### src/rtl/uart_mem_loader.sv
// UART 8N1 receiver that packs four bytes (big-endian) into 32-bit words
// and writes them to data memory at sequential word addresses until
// WORD_COUNT words have been loaded.
module uart_mem_loader #(
    parameter int unsigned CLKS_PER_BIT = 5,
    parameter int unsigned WORD_COUNT   = 25,
    parameter logic [31:0] BASE_ADDR    = 32'h0000_0000
) (
    input  logic        sysclk,
    input  logic        reset,
    input  logic        Rx_Serial,
    output logic        mem_wr,
    output logic [31:0] mem_addr,
    output logic [31:0] mem_wdata,
    output logic        busy,
    output logic        frame_err,
    output logic        load_done
);

    localparam int unsigned CNT_W  = $clog2(CLKS_PER_BIT);
    localparam int unsigned WIDX_W = $clog2(WORD_COUNT + 1);

    localparam logic [CNT_W-1:0]  CNT_HALF  = CNT_W'(CLKS_PER_BIT / 2);
    localparam logic [CNT_W-1:0]  CNT_LAST  = CNT_W'(CLKS_PER_BIT - 1);
    localparam logic [WIDX_W-1:0] WIDX_LAST = WIDX_W'(WORD_COUNT - 1);

    typedef enum logic [1:0] {
        IDLE  = 2'd0,
        START = 2'd1,
        DATA  = 2'd2,
        STOP  = 2'd3
    } state_t;

    // Synchroniser
    logic              rx_meta_q, rx_meta_d;
    logic              rx_s_q,    rx_s_d;

    // Receiver
    state_t            state_q,   state_d;
    logic [CNT_W-1:0]  cnt_q,     cnt_d;
    logic [2:0]        bit_idx_q, bit_idx_d;
    logic [7:0]        shreg_q,   shreg_d;
    logic              byte_ok;

    // Word assembly
    logic [23:0]       word_q,    word_d;
    logic [1:0]        bcnt_q,    bcnt_d;
    logic [WIDX_W-1:0] widx_q,    widx_d;

    // Registered outputs
    logic              mem_wr_q,    mem_wr_d;
    logic [31:0]       mem_addr_q,  mem_addr_d;
    logic [31:0]       mem_wdata_q, mem_wdata_d;
    logic              busy_q,      busy_d;
    logic              frame_err_q, frame_err_d;
    logic              load_done_q, load_done_d;

    // All state registers with synchronous active-high reset
    always_ff @(posedge sysclk) begin
        if (reset) begin
            rx_meta_q   <= 1'b1;
            rx_s_q      <= 1'b1;
            state_q     <= IDLE;
            cnt_q       <= '0;
            bit_idx_q   <= '0;
            shreg_q     <= '0;
            word_q      <= '0;
            bcnt_q      <= '0;
            widx_q      <= '0;
            mem_wr_q    <= 1'b0;
            mem_addr_q  <= BASE_ADDR;
            mem_wdata_q <= '0;
            busy_q      <= 1'b0;
            frame_err_q <= 1'b0;
            load_done_q <= 1'b0;
        end else begin
            rx_meta_q   <= rx_meta_d;
            rx_s_q      <= rx_s_d;
            state_q     <= state_d;
            cnt_q       <= cnt_d;
            bit_idx_q   <= bit_idx_d;
            shreg_q     <= shreg_d;
            word_q      <= word_d;
            bcnt_q      <= bcnt_d;
            widx_q      <= widx_d;
            mem_wr_q    <= mem_wr_d;
            mem_addr_q  <= mem_addr_d;
            mem_wdata_q <= mem_wdata_d;
            busy_q      <= busy_d;
            frame_err_q <= frame_err_d;
            load_done_q <= load_done_d;
        end
    end

    // Two-flop synchroniser on the serial input
    always_comb begin
        rx_meta_d = Rx_Serial;
        rx_s_d    = rx_meta_q;
    end

    // Receiver FSM: start validation at half-bit, data/stop sampled every bit period
    always_comb begin
        state_d     = state_q;
        cnt_d       = cnt_q;
        bit_idx_d   = bit_idx_q;
        shreg_d     = shreg_q;
        frame_err_d = frame_err_q;
        byte_ok     = 1'b0;

        unique case (state_q)
            IDLE: begin
                if (!rx_s_q) begin
                    state_d = START;
                    cnt_d   = '0;
                end
            end
            START: begin
                if (cnt_q == CNT_HALF) begin
                    if (!rx_s_q) begin
                        state_d   = DATA;
                        cnt_d     = '0;
                        bit_idx_d = '0;
                    end else begin
                        state_d = IDLE;
                    end
                end else begin
                    cnt_d = cnt_q + CNT_W'(1);
                end
            end
            DATA: begin
                if (cnt_q == CNT_LAST) begin
                    shreg_d[bit_idx_q] = rx_s_q;
                    cnt_d              = '0;
                    if (bit_idx_q == 3'd7) begin
                        state_d = STOP;
                    end else begin
                        bit_idx_d = bit_idx_q + 3'd1;
                    end
                end else begin
                    cnt_d = cnt_q + CNT_W'(1);
                end
            end
            STOP: begin
                if (cnt_q == CNT_LAST) begin
                    state_d = IDLE;
                    cnt_d   = '0;
                    if (rx_s_q) begin
                        byte_ok = 1'b1;
                    end else begin
                        frame_err_d = 1'b1;
                    end
                end else begin
                    cnt_d = cnt_q + CNT_W'(1);
                end
            end
            default: begin
                state_d = IDLE;
            end
        endcase

        busy_d = (state_d != IDLE);
    end

    // Big-endian word assembly and memory write generation
    always_comb begin
        word_d      = word_q;
        bcnt_d      = bcnt_q;
        widx_d      = widx_q;
        mem_wr_d    = 1'b0;
        mem_addr_d  = mem_addr_q;
        mem_wdata_d = mem_wdata_q;
        load_done_d = load_done_q;

        if (byte_ok && !load_done_q) begin
            word_d = {word_q[15:0], shreg_q};
            if (bcnt_q == 2'd3) begin
                mem_wr_d    = 1'b1;
                mem_addr_d  = BASE_ADDR + (32'(widx_q) << 2);
                mem_wdata_d = {word_q, shreg_q};
                widx_d      = widx_q + WIDX_W'(1);
                bcnt_d      = 2'd0;
                if (widx_q == WIDX_LAST) begin
                    load_done_d = 1'b1;
                end
            end else begin
                bcnt_d = bcnt_q + 2'd1;
            end
        end
    end

    assign mem_wr    = mem_wr_q;
    assign mem_addr  = mem_addr_q;
    assign mem_wdata = mem_wdata_q;
    assign busy      = busy_q;
    assign frame_err = frame_err_q;
    assign load_done = load_done_q;

endmodule

### config.mk
export PLATFORM = sky130hd
export DESIGN_NAME = uart_mem_loader
export DESIGN_NICKNAME = d
export VERILOG_FILES = /design/src/rtl/uart_mem_loader.sv
export SDC_FILE = /design/constraint.sdc
export NUM_CORES = 1
export LEC_CHECK = 0
export CAP_MARGIN = 10
export CELL_PAD_IN_SITES_DETAIL_PLACEMENT = 1
export CELL_PAD_IN_SITES_GLOBAL_PLACEMENT = 2
export CORE_MARGIN = 1
export CORE_UTILIZATION = 32
export CTS_CLUSTER_SIZE = 40
export DETAILED_ROUTE_END_ITERATION = 8
export GPL_TIMING_DRIVEN = 0
export HOLD_SLACK_MARGIN = 0.05
export MAX_ROUTING_LAYER = met4
export PLACE_DENSITY_LB_ADDON = 0.1
export SLEW_MARGIN = 15
export SYNTH_ARGS = -nofsm -noshare
export SYNTH_HDL_FRONTEND = slang
export SYNTH_SLANG_ARGS = --single-unit
### constraint.sdc
create_clock -name sysclk -period 5.1 [get_ports sysclk]
set_input_delay 1.02 -clock sysclk [delete_from_list [all_inputs] [get_ports sysclk]]
set_output_delay 1.02 -clock sysclk [all_outputs]
set_load 0.05 [all_outputs]
==> results.sh, run 1 <==
export IMPL_status="finished, final reports clean"
export IMPL_slowest_delay_ps=830
export IMPL_yosys_warnings=0
export IMPL_synth_seq_area_share_pct=48.6
export IMPL_portBuffers=42
export IMPL_overflow=0
export IMPL_clkLatencyLatePin_ps=340
export IMPL_syn_to_final_growth_pct=26.0
export IMPL_n_fill_cell=1371
export IMPL_syn_area_mm2=0.00370
export IMPL_regArea_mm2=0.00180
export IMPL_dieArea_mm2=0.0120
export IMPL_worst_pin_slew_ps=628
export IMPL_cts_made_buffers=9
export IMPL_critPathArrivalTime_ps=1580
export IMPL_dp_hpwl_mm=6.57
export IMPL_die_h_um=110
export IMPL_clock_sinks=90
export IMPL_cpMaxStageDelayCell="clkdlybuf4s50_1"
export IMPL_slew_limit_headroom_pct=58.0
export IMPL_drive_above_1_share_pct=9.68
export IMPL_min_path_type="reg -> reg"
export IMPL_core_mm2=0.0111
export IMPL_clock_fmax_ghz=0.385
export IMPL_path_clk_slew_ps=60
export IMPL_route_detailed_drc=0
export IMPL_clockBufferDepth=2
export IMPL_yosys_top_cells_area="dfxtp_1, nand2_1, a21oi_1, buf_4, mux2i_1"
export IMPL_num_vias=3105
export IMPL_antenna_found_initial=0
export IMPL_p_leak_nw=1.70
export IMPL_io_pin_count=71
export IMPL_grt_max_degree=14
export IMPL_ys_seq_elements=90
export IMPL_crit_family="buffers and inverters"
export IMPL_worstPathRequired_ps=4080
export IMPL_synthCells=455
export IMPL_clock_root_buffer="clkbuf_16"
export IMPL_cp_num_buf_inv=1
export IMPL_viasPerCell=4.59
export IMPL_drv_slew=0
export IMPL_cts_max_level=3
export IMPL_wl_per_cell_um=13.5
export IMPL_row_count=38
export IMPL_critPathMaxFanout=5
export IMPL_cts_tree="built"
export IMPL_powerDensity_mw_per_mm2=305
export IMPL_fin_nets=545
export IMPL_post_cts_buffers=0
export IMPL_rsz0062_at_grt="false"
export IMPL_synth_avg_cell_area_um2=8.14
export IMPL_finalCritPeriodShare_pct=50.9
export IMPL_end_kind="output pin"
export IMPL_wl_mm=9.11
export IMPL_grt_pass1_wl_mm=15.2
export IMPL_yosysUniqueCellTypes=39
export IMPL_track_usage_pct=17.3
export IMPL_dr_first_iter_drc_count=69
export IMPL_setup_viol=0
export IMPL_finalHoldViolCount=0
export IMPL_start_util_pct=33.4
export IMPL_skew_ps=6.17
export IMPL_dp_slack_ps=2510
export IMPL_path_class="reg -> out"
export IMPL_period_needed_ps=2600
export IMPL_antenna_left=0
export IMPL_hold_buffers=0
export IMPL_dr_pass1_iters=4
export IMPL_synth_top_cell_by_area="dfxtp_1"
export IMPL_tns_ps=0
export IMPL_grt_pass1_vias=2974
export IMPL_gp_congestion=0.767
export IMPL_finalWorstSetupSlack_ps=2500
export IMPL_yosys_area_top_type_share_pct=48.6
export IMPL_startpoint_type="register"
export IMPL_antennaDiodeCount=0
export IMPL_cts_resized_gates=0
export IMPL_maxCapViolCount=0
export IMPL_die_width_um=110
export IMPL_multiInputGateArea_mm2=0.00164
export IMPL_crit_chain="clkdlybuf4s50_1"
export IMPL_peakVddDrop_v=0.000150
[flip-flops by register name, indices dropped and copies added (netlist names)]
register,flops
bcnt_q,2
frame_err,1
mem_wdata,32
mem_addr,5
rx_meta_q,1
shreg_q,8
word_q,24
state_q,2
busy,1
rx_s_q,1
cnt_q,3
mem_wr,1
load_done,1
widx_q,5
bit_idx_q,3
[placed cells by master (no fill, tap or decap), types with 6 or more instances in the layout]
| cell type | netlist | final |
|---|---|---|
| dfxtp_1 | 90 | 90 |
| clkbuf_16 | 0 | 9 |
| nor2_1 | 26 | 26 |
| mux2i_1 | 11 | 11 |
| ha_1 | 8 | 8 |
| nand3_1 | 6 | 6 |
| clkdlybuf4s50_1 | 0 | 42 |
| a21oi_1 | 68 | 68 |
| clkbuf_1 | 22 | 23 |
| buf_2 | 7 | 7 |
| inv_1 | 8 | 8 |
| nand2_1 | 129 | 129 |
| conb_1 | 1 | 27 |
| buf_4 | 27 | 27 |
[cell type report]
class / count / share of cell area [%]
Inverter: 8 / 0.643
Clock inverter: 2 / 0.295
Sequential cell: 90 / 38.6
Clock buffer: 12 / 5.50
Multi-Input combinational cell: 325 / 35.2
Buffer: 58 / 7.02
Timing Repair Buffer: 42 / 9.01
Tap cell: 140 / 3.75
[synth_stat cells]
master,number
o21a_1,1
conb_1,1
ha_1,8
nand2b_1,5
nor4_1,1
nor2b_1,1
buf_1,2
o2111ai_1,1
and3_1,3
clkbuf_1,22
nand4bb_1,1
xnor2_1,4
or3_1,2
or2_2,3
nand2_1,129
a21oi_1,68
nand3b_1,1
nand4_1,2
mux2i_1,11
a21boi_0,1
o22ai_1,1
nand4_4,1
o21ai_0,4
buf_2,7
nor3b_2,1
o32ai_1,1
and4b_1,2
nand4b_1,3
buf_4,27
nor2_1,26
or3b_1,1
dfxtp_1,90
inv_1,8
o32a_1,1
nor3_1,4
nor3b_1,1
a31oi_1,1
nand3_1,6
nor4b_1,3
[stage by stage]
stage                     total power [W]  instances  util, %  cell area, µm²  hold slack (ps)
after floorplan                  0.000801        481        -            3800              389
after global placement           0.000811        663     39.7            4400              394
after detailed placement         0.000812        663     39.7            4400              396
after CTS                         0.00144        677     42.1            4670              415
after global routing              0.00147        677     42.1            4670              434
final                             0.00142        677     42.1            4670              412
[path summary, 6_finish.rpt]
| path | startpoint | end | slack (ps) | depth (start not counted) |
|---|---|---|---|---|
| worst max register to register | cnt_q[0]$_SDFF_PP0_ | mem_wdata[19]$_SDFFE_PP0P_ | 2930 | 8 |
| worst min-delay path | rx_meta_q$_SDFF_PP1_ | rx_s_q$_SDFF_PP1_ | 410 | 1 |
| worst max-delay path | load_done$_SDFFE_PP0P_ | load_done | 2500 | 1 |
| worst min register to register | rx_meta_q$_SDFF_PP1_ | rx_s_q$_SDFF_PP1_ | 410 | 1 |
[kinds of logic (layout without fill, tap and decap cells)]
| group | Yosys count | in the layout | share of synthesized area (%) |
|---|---|---|---|
| simple gates | 196 | 196 | 23.8 |
| flops | 90 | 90 | 48.6 |
| compound gates | 79 | 79 | 11.2 |
| buf+inv | 66 | 122 | 9.66 |
| mux | 11 | 11 | 2.97 |
| fa+ha+maj | 8 | 8 | 2.70 |
| xor+xnor | 4 | 4 | 0.946 |
| other cells | 1 | 27 | 0.101 |
[power by group]
group          internal, W  switching [W]
registers         0.000705     0.00000133
logic            0.0000220      0.0000677
clock network     0.000352       0.000273
total              0.00108       0.000342
[layer usage]
| layer | GRT usage (%) | up-vias | part of all wire [%] |
|---|---|---|---|
| li1 | - | 1601 | - |
| met1 | 23.1 | 1437 | 51 |
| met2 | 25.9 | 56 | 44 |
| met3 | 2.85 | 11 | 3.1 |
| met4 | 7.14 | 0 | 1.7 |
| met5 | - | - | 0 |
Power figures use the tool's default switching activity.
==> run 2: changes to the inputs <==
--- a/config.mk
+++ b/config.mk
@@ -9,7 +9,7 @@
 export CELL_PAD_IN_SITES_DETAIL_PLACEMENT = 1
 export CELL_PAD_IN_SITES_GLOBAL_PLACEMENT = 2
 export CORE_MARGIN = 1
-export CORE_UTILIZATION = 32
+export CORE_UTILIZATION = 27
 export CTS_CLUSTER_SIZE = 40
 export DETAILED_ROUTE_END_ITERATION = 8
 export GPL_TIMING_DRIVEN = 0
==> constraint.sdc (replaced) <==
create_clock -name sysclk -period 2.3 [get_ports sysclk]
set_input_delay 0.46 -clock sysclk [delete_from_list [all_inputs] [get_ports sysclk]]
set_output_delay 0.46 -clock sysclk [all_outputs]
set_load 0.05 [all_outputs]
==> run 2 against run 1 <==
Effect of this change:
- clock power grew 150%
- final cell count grew 5.5%
- critical path type is now reg -> reg
- die area grew 18%
- utilization shrank 6.4 points
- count of clock-buffer cells in the layout shrank 1
- worst setup slack lost 2300 ps
- cell area grew 1.9%
==> results.sh, run 2 (synthesized netlist as in run 1, its figures left out) <==
export IMPL_status="finished, final reports clean"
export IMPL_clockBufferDepth=2
export IMPL_worstPathRequired_ps=2510
export IMPL_cts_max_level=3
export IMPL_path_class="reg -> reg"
export IMPL_io_pin_count=71
export IMPL_wl_per_cell_um=13.3
export IMPL_rsz0062_at_grt="false"
export IMPL_utilization_pct=35.8
export IMPL_gp_congestion=0.752
export IMPL_grt_pass1_vias=3070
export IMPL_slowest_delay_ps=400
export IMPL_clkLatencyLatePin_ps=350
export IMPL_peakVddDrop_v=0.000300
export IMPL_cp_num_buf_inv=3
export IMPL_n_fill_cell=1611
export IMPL_route_detailed_drc=0
export IMPL_dieArea_mm2=0.0142
export IMPL_hold_buffers=0
export IMPL_skew_ps=7.68
export IMPL_critPathArrivalTime_ps=2290
export IMPL_final_common_cell="nand2_1"
export IMPL_period_needed_ps=2070
export IMPL_syn_to_final_growth_pct=28.4
export IMPL_clock_sinks=90
export IMPL_powerDensity_mw_per_mm2=698
export IMPL_viasPerCell=4.36
export IMPL_track_usage_pct=14.7
export IMPL_antennaDiodeCount=0
export IMPL_cts_resized_gates=0
export IMPL_post_cts_buffers=0
export IMPL_critPathMaxFanout=10
export IMPL_start_util_pct=27.9
export IMPL_startpoint_type="register"
export IMPL_finalHoldViolCount=0
export IMPL_antenna_left=0
export IMPL_crit_family="simple AND/OR/NAND/NOR gates"
export IMPL_p_leak_nw=1.72
export IMPL_cpMaxStageDelayCell="or3b_1"
export IMPL_dr_pass1_iters=4
export IMPL_die_h_um=119
export IMPL_dp_hpwl_mm=6.86
export IMPL_fin_nets=544
export IMPL_grt_max_degree=16
export IMPL_finalWorstSetupSlack_ps=227
export IMPL_regArea_mm2=0.00180
export IMPL_maxCapViolCount=0
export IMPL_die_width_um=119
export IMPL_drive_above_1_share_pct=10.4
export IMPL_grt_pass1_wl_mm=15.9
export IMPL_cts_made_buffers=9
export IMPL_path_clk_slew_ps=70
export IMPL_slew_limit_headroom_pct=54.8
export IMPL_antenna_found_initial=0
export IMPL_clock_root_buffer="clkbuf_16"
export IMPL_wl_mm=9.46
export IMPL_row_count=42
export IMPL_num_vias=3115
export IMPL_min_path_type="reg -> reg"
export IMPL_worst_pin_slew_ps=676
export IMPL_mostFrequentLayoutCells="nand2_1, dfxtp_1, a21oi_1"
export IMPL_portBuffers=42
export IMPL_overflow=0
export IMPL_largest_reg_flops=32
export IMPL_cts_tree="built"
export IMPL_dr_first_iter_drc_count=93
export IMPL_end_kind="register"
export IMPL_tns_ps=0
export IMPL_dp_slack_ps=68.9
export IMPL_drv_slew=0
export IMPL_clock_fmax_ghz=0.482
export IMPL_crit_chain="inv_1, ha_2, nand4_4, or3b_1, buf_2, clkbuf_1, nand2_1, a21oi_1"
export IMPL_finalCritPeriodShare_pct=90.1
export IMPL_core_mm2=0.0133
export IMPL_setup_viol=0
export IMPL_multiInputGateArea_mm2=0.00164
## run 2: cell types whose count changed in the layout (fill, tap and decap cells not counted)
cell | before | now
clkbuf_1 | 23 | 22
buf_1 | 2 | 1
ha_1 | 8 | 7
inv_6 | 0 | 1
clkinv_4 | 1 | 2
bufinv_16 | 0 | 1
ha_2 | 0 | 1
## run 2: per-stage QoR
stage	std cells	hold WS (ps)	instance area, µm²	total power [W]
after floorplan	481	389	3800	0.00178
after global placement	699	393	4440	0.00180
after detailed placement	699	420	4440	0.00180
after CTS	715	434	4760	0.00337
after global routing	714	444	4750	0.00344
final	714	429	4750	0.00332
## run 2: cell type report
type	instances	share of cell area (%)
Buffer	57	6.82
Clock buffer	11	5.32
Clock inverter	5	1.29
Inverter	8	0.632
Multi-Input combinational cell	325	34.6
Sequential cell	90	37.9
Tap cell	176	4.63
Timing Repair Buffer	42	8.84
## run 2: path summary, 6_finish.rpt
path,start,to,slack (ps),cells after the start
hold / removal,rx_meta_q$_SDFF_PP1_,rx_s_q$_SDFF_PP1_,430,1
setup / recovery,cnt_q[0]$_SDFF_PP0_,word_q[10]$_SDFFE_PP0P_,230,8
hold reg to reg,rx_meta_q$_SDFF_PP1_,rx_s_q$_SDFF_PP1_,430,1
setup reg to reg,cnt_q[0]$_SDFF_PP0_,word_q[10]$_SDFFE_PP0P_,230,8
## run 2: where the power goes
group | internal, W | switching, W
Sequential | 0.00156 | 0.00000311
Combinational | 0.0000491 | 0.000151
Clock | 0.000908 | 0.000644
## run 2: worst register-to-register path, delay by kind of cell (launching register included)
family / cells / cell delay (ps)
buf+inv: 3 / 530
flops: 1 / 330
fa+ha+maj: 1 / 270
compound gates: 1 / 70
simple gates: 3 / 740
## run 2: metal layers
metal	part of all wire, %	GRT usage, %	vias to the layer above	wire length [µm]
li1	-	-	1597	-
met1	51	19.5	1454	4870
met2	44	22.4	50	4210
met3	2.4	2.20	14	229
met4	1.6	6.17	0	154
met5	0	-	-	0
==> run 3: changes to the inputs <==
--- a/config.mk
+++ b/config.mk
@@ -10,6 +10,7 @@
 export CELL_PAD_IN_SITES_GLOBAL_PLACEMENT = 2
 export CORE_MARGIN = 1
 export CORE_UTILIZATION = 27
+export CTS_CLUSTER_DIAMETER = 200
 export CTS_CLUSTER_SIZE = 40
 export DETAILED_ROUTE_END_ITERATION = 8
 export GPL_TIMING_DRIVEN = 0
==> results of run 3 <==
Same layout as run 2: the final DEF is identical, and so are final timing and power.
